==> src/rtl/seq_check_if.sv <==
// Serial monitor link: the sampled line bit toward the detector and its match flag back.
interface seq_check_if;
    logic in_sig;
    logic pattern_found;

    modport master (
        output in_sig,
        input  pattern_found
    );

    modport slave (
        input  in_sig,
        output pattern_found
    );
endinterface

==> src/rtl/seq_check.sv <==
// Serial bit-pattern detector: flags, for one cycle, every sample that completes PATTERN
// (MSB = oldest bit) in the recent in_sig history. Overlapping matches each fire.
module seq_check #(
    parameter int                     PATTERN_LEN = 3,
    parameter logic [PATTERN_LEN-1:0] PATTERN     = 3'b110
) (
    input  logic  clk,
    input  logic  rst,
    seq_check_if.slave bus
);

    localparam int                FILL_W   = $clog2(PATTERN_LEN + 1);
    localparam logic [FILL_W-1:0] FILL_MAX = FILL_W'(PATTERN_LEN);

    if (PATTERN_LEN < 1 || PATTERN_LEN > 32) begin : g_bad_len
        $error("seq_check: PATTERN_LEN must be in 1..32");
    end

    function automatic logic [FILL_W-1:0] sat_inc(input logic [FILL_W-1:0] v);
        return (v == FILL_MAX) ? v : v + FILL_W'(1);
    endfunction

    function automatic logic is_match(input logic [PATTERN_LEN-1:0] h,
                                      input logic [FILL_W-1:0]      f);
        return (h == PATTERN) && (f == FILL_MAX);
    endfunction

    logic [PATTERN_LEN-1:0] hist_p0;
    logic [PATTERN_LEN-1:0] hist_next;
    logic [FILL_W-1:0]      fill_p0;
    logic [FILL_W-1:0]      fill_next;
    logic                   found_p1;

    // The truncating cast drops the oldest bit and also covers PATTERN_LEN == 1.
    always_comb begin
        hist_next = PATTERN_LEN'({hist_p0, bus.in_sig});
        fill_next = sat_inc(fill_p0);
    end

    // Stage p0 -> p1: history/fill update and registered match flag
    always_ff @(posedge clk or posedge rst) begin
        if (rst) begin
            hist_p0  <= '0;
            fill_p0  <= '0;
            found_p1 <= 1'b0;
        end else begin
            hist_p0  <= hist_next;
            fill_p0  <= fill_next;
            found_p1 <= is_match(hist_next, fill_next);
        end
    end

    assign bus.pattern_found = found_p1;

endmodule

==> src/flat_wrapper.sv <==
// flat-port wrapper written by rule: the top's interface ports become plain ports
module seq_check_flat 
#(
    parameter int                     PATTERN_LEN = 3,
    parameter logic [PATTERN_LEN-1:0] PATTERN     = 3'b110
)
  (clk, rst, bus_in_sig, bus_pattern_found);
  seq_check_if bus_i ();
  input  logic clk;
  input  logic rst;
  input wire logic [$bits(bus_i.in_sig)-1:0] bus_in_sig;
  output wire logic [$bits(bus_i.pattern_found)-1:0] bus_pattern_found;
  assign bus_i.in_sig = bus_in_sig;
  assign bus_pattern_found = bus_i.pattern_found;
  seq_check #(.PATTERN_LEN(PATTERN_LEN), .PATTERN(PATTERN)) u_core (.clk(clk), .rst(rst), .bus(bus_i));
endmodule
==> config.mk <==
export PLATFORM = sky130hd
export DESIGN_NAME = seq_check_flat
export DESIGN_NICKNAME = d
export VERILOG_FILES = /design/src/rtl/seq_check_if.sv /design/src/rtl/seq_check.sv /design/src/flat_wrapper.sv
export SDC_FILE = /design/constraint.sdc
export NUM_CORES = 1
export LEC_CHECK = 0
export ABC_AREA = 1
export ABC_CLOCK_PERIOD_IN_PS = 870
export CAP_MARGIN = 10
export CORE_AREA = 5 5 42 44
export DETAILED_ROUTE_END_ITERATION = 12
export DIE_AREA = 0 0 47 49
export MAX_ROUTING_LAYER = met4
export PLACE_DENSITY_LB_ADDON = 0.2
export SLEW_MARGIN = 20
export SYNTH_ARGS = -nofsm -noshare
export SYNTH_HDL_FRONTEND = slang
export SYNTH_SLANG_ARGS = --single-unit
==> constraint.sdc <==
create_clock -name clk -period 0.87 [get_ports clk]
set_clock_uncertainty 0.15 [all_clocks]
set_input_delay 0.261 -clock clk [delete_from_list [all_inputs] [get_ports clk]]
set_output_delay 0.261 -clock clk [all_outputs]
set_load 0.01 [all_outputs]
# ---- After elaboration in Yosys (flattened, before gate mapping)
# Cells that the tools add are included.
dict set report word_totals {
  register_bits 5
  word_cells 9
}
dict set report classes {
  addsub 1
  eq_ne 3
  mux 1
  n_reduce_logical 1
}
# op n
set ops {}
lappend ops {{$eq A2 B2 Y1 const B} 2}
lappend ops {{$eq A3 B3 Y1 const B} 1}
lappend ops {{$add A2 B1 Y2 const B} 1}
lappend ops {{$mux W2} 1}
lappend ops {{$logic_and A1 B1 Y1} 1}

# ---- Depth between registers and ports, before layout
dict set report logic_depth {
  depth_word 4
  ltp_mapped 3
  depth_no_buf 3
}

# ---- Worst setup path after synthesis
# No wires, ideal clock.
dict set report synth_timing {
  path_type {register to register}
  start {reg u_core.fill_p0[1]}
  end {reg u_core.fill_p0[1]}
  t_arrival_ns 0.571
  t_required_ns 0.596
  setup_slack_ns 0.025
  path_stages_with_launch 2
  period_less_slack_ns 0.845
  cell_sequence {dfrtp_1 > or2_1}
}
dict set report synth_via {
  elab_chain_cells 2
  elab_cells_between_ends 3
  cone_classes {1 x add/sub; 1 x eq/ne; 1 x mux}
}
# element line
set synth_rtl {}
lappend synth_rtl {{start: declaration} seq_check.sv:30} ;# logic [FILL_W-1:0] fill_p0;
lappend synth_rtl {{start signal: assignment} seq_check.sv:48} ;# fill_p0 <= fill_next;
lappend synth_rtl {{$add A2 B1 Y2 / $eq A2 B2 Y1 (equally long branches)} seq_check.sv:20} ;# return (v == FILL_MAX) ? v : v + FILL_W'(1);
lappend synth_rtl {{$mux W2 (*)} seq_check.sv:20}
lappend synth_rtl {{named net u_core.fill_next[1]} seq_check.sv:31} ;# logic [FILL_W-1:0] fill_next;
# The timed path passes the listed nets; every way through them passes the cells marked *.

# ---- Worst setup path after layout
dict set report layout_timing {
  start {reg u_core.found_p1 (netlist: u_core.bus.pattern_found)}
  end {out bus_pattern_found}
}
# element line
set layout_lines {}
lappend layout_lines {{start: declaration} seq_check.sv:32} ;# logic found_p1;
lappend layout_lines {{start signal: assignment} seq_check.sv:49} ;# found_p1 <= is_match(hist_next, fill_next);
lappend layout_lines {{end: declaration} flat_wrapper.sv:12} ;# output wire logic [$bits(bus_i.pattern_found)-1:0] bus_pattern_found;
# No word-level cell between the ends.

==> results.sh <==
export IMPL_finalInstanceArea_um2=231
export IMPL_synth_seq_cells=5
export IMPL_cts_tree="built"
export IMPL_ir_drop_uv=607
export IMPL_worstPathRequired_ns=0.46
export IMPL_path_class="reg2out"
export IMPL_clockBufferDepth=2
export IMPL_grt_max_degree=6
export IMPL_layout_cells_most_common="dfrtp_1"
export IMPL_fp_dieH_um=49
export IMPL_clock_tree_root_cell="clkbuf_4"
export IMPL_cp_top_family="flip-flops"
export IMPL_violations="negative setup slack"
export IMPL_syn_nets=16
export IMPL_grt_use_total_pct=3.26
export IMPL_drc_errors=0
export IMPL_post_drt_via_cell_ratio=2.89
export IMPL_worst_slack_ns=-0.258
export IMPL_cts_num_sinks=5
export IMPL_p_leak_nw=0.121
export IMPL_dr_pass1_iters=2
export IMPL_synthCells=13
export IMPL_fin_crit_sh_pct=130
export IMPL_synth_mux_area_fraction_pct=0
export IMPL_p_per_area_mw_per_mm2=2250
export IMPL_min_period_ns=1.13
export IMPL_yosys_area_share_simple_pct=13.5
export IMPL_overflow=0
export IMPL_syn_to_final_growth_pct=46.8
export IMPL_critPathMaxStageDelay_ns=0.35
export IMPL_yosys_warnings=0
export IMPL_final_cell_mix="dfrtp_1 (5), inv_1 (3), nand2_1 (3), clkbuf_4 (3)"
export IMPL_ctsHoldBuffers=0
export IMPL_critPathBufInv=1
export IMPL_dieArea_mm2=0.00230
export IMPL_gp_congestion=0.645
export IMPL_synth_distinct_cells=5
export IMPL_grt_antenna_before_repair=0
export IMPL_setup_viol=1
export IMPL_ant_nets=0
export IMPL_num_vias=104
export IMPL_synth_compound_area_share_pct=0
export IMPL_status="complete, but fails checks"
export IMPL_die_x_um=47
export IMPL_fin_total_pwr_mw=0.522
export IMPL_clock_latency_ns=0.24
export IMPL_antennaDiodeCount=0
export IMPL_worst_hold_path_type="in2reg"
export IMPL_rsz0062_at_grt="true"
export IMPL_grt_pass1_wl_um=407
export IMPL_placed_area_um2=208
export IMPL_drv_cap=0
export IMPL_worst_pin_slew_ns=0.189
export IMPL_nFillCells=170
export IMPL_crit_chain="buf_2"
export IMPL_path_max_fanout=1
export IMPL_relSlewSlack_pct=87.4
export IMPL_cts_max_level=1
export IMPL_nets=24
export IMPL_critPathSlowestCell="dfrtp_1"
export IMPL_syn_area_um2=158
export IMPL_maxSlewViolCount=0
export IMPL_synth_top_family_by_area="simple AND/OR/NAND/NOR gates"
export IMPL_drt_initial_drc_count=1
export IMPL_grt_pass1_vias=116
export IMPL_cp_arrival_ns=0.72
export IMPL_ys_seq_area_share_pct=79.4
export IMPL_wirelength_um=238
export IMPL_cts_made_buffers=3
export IMPL_core_rowCount=14
export IMPL_avgSynthCellArea_um2=12.1
export IMPL_core_mm2=0.00140
export IMPL_synthAdderAreaFrac_pct=0
export IMPL_final_hold_viol_count=0
export IMPL_port_buffers=3
export IMPL_startpoint_type="flop"
export IMPL_timing_fmax_mhz=887
export IMPL_pin_count=4
export IMPL_post_drt_wl_per_cell_um=6.61
export IMPL_synth_xor_area_share_pct=0
export IMPL_pre_cts_slack_ns=-0.377
export IMPL_drive_gt1_share_pct=20.0
export IMPL_end_kind="output port"
export IMPL_initial_utilization_pct=11.2
export IMPL_path_clk_slew_ns=0.04
[flip-flops by register name, summed over array words and instances, names as in the netlist]
register / cells
u_core.hist_p0: 2
u_core.bus.pattern_found: 1
u_core.fill_p0: 2
[layer usage]
layer / share of wire, % / track usage (%) / vias to the layer above / wire length (um)
li1: - / - / 51 / -
met1: 39 / 2.44 / 46 / 94
met2: 40 / 2.94 / 7 / 95
met3: 20 / 5.54 / 0 / 48
met4: 0 / 2.76 / 0 / 0
met5: 0 / - / - / 0
[area by class of cell]
cell class / count / area [um2] / share of cell area [%]
clock buffer: 4 / 26.3 / 11.4
inverter: 3 / 11.3 / 4.86
multi-input combinational: 5 / 21.3 / 9.19
sequential: 5 / 125 / 54.1
tap: 16 / 20.0 / 8.65
timing repair buffer: 3 / 27.5 / 11.9
[repair_timing]
| item | in CTS | in global routing |
|---|---|---|
| resized for setup | 4 | 1 |
| setup buffers | 0 | 0 |
| pin swaps | 1 | 0 |
| setup endpoints to repair | 2 | 3 |
| endpoints found under the hold margin | 0 | 0 |
[metrics by stage]
| step | cells | setup TNS (ns) | hold slack, ns | utilization [%] |
|---|---|---|---|---|
| after global routing | 36 | -0.314 | 0.0210 | 16.5 |
| after detailed placement | 32 | -0.720 | 0.219 | 14.8 |
| after CTS | 36 | -0.273 | 0.0695 | 16.3 |
| after floorplan | 13 | 0 | -0.110 | - |
| after global placement | 32 | -0.735 | 0.211 | 14.8 |
| final | 36 | -0.258 | 0.0147 | 16.5 |
[cell families (layout without fill, tap and decap cells)]
logic type	after synthesis	in the layout
DFF	5	5
and+or+nand+nor	5	5
buffers and inverters	3	10
[Yosys cell counts]
master / count / area (um2)
inv_1: 3 / 11.3
nor2_1: 1 / 3.75
nand2_1: 3 / 11.3
or2_1: 1 / 6.26
dfrtp_1: 5 / 125
[path summary, 6_finish.rpt]
path	from	endpoint	slack, ns	cells after the start
setup / recovery	u_core.bus.pattern_found	bus_pattern_found	-0.26	1
hold / removal	bus_in_sig	u_core.hist_p0[0]	0.01	1
setup reg to reg	u_core.fill_p0[0]	u_core.fill_p0[1]	0.01	1
hold reg to reg	u_core.hist_p0[0]	u_core.hist_p0[1]	0.23	0
max in group asynchronous	rst	u_core.hist_p0[1]	0.33	2
min in group asynchronous	rst	u_core.fill_p0[0]	0.07	2
[report_power, final]
group	leakage (nW)	switching, mW	total, mW	internal [mW]
clock network	0.0150	0.0874	0.260	0.173
registers	0.0542	0.00206	0.242	0.240
logic	0.0522	0.00936	0.0195	0.0101
Note: power is estimated with default switching activity, not from simulation.
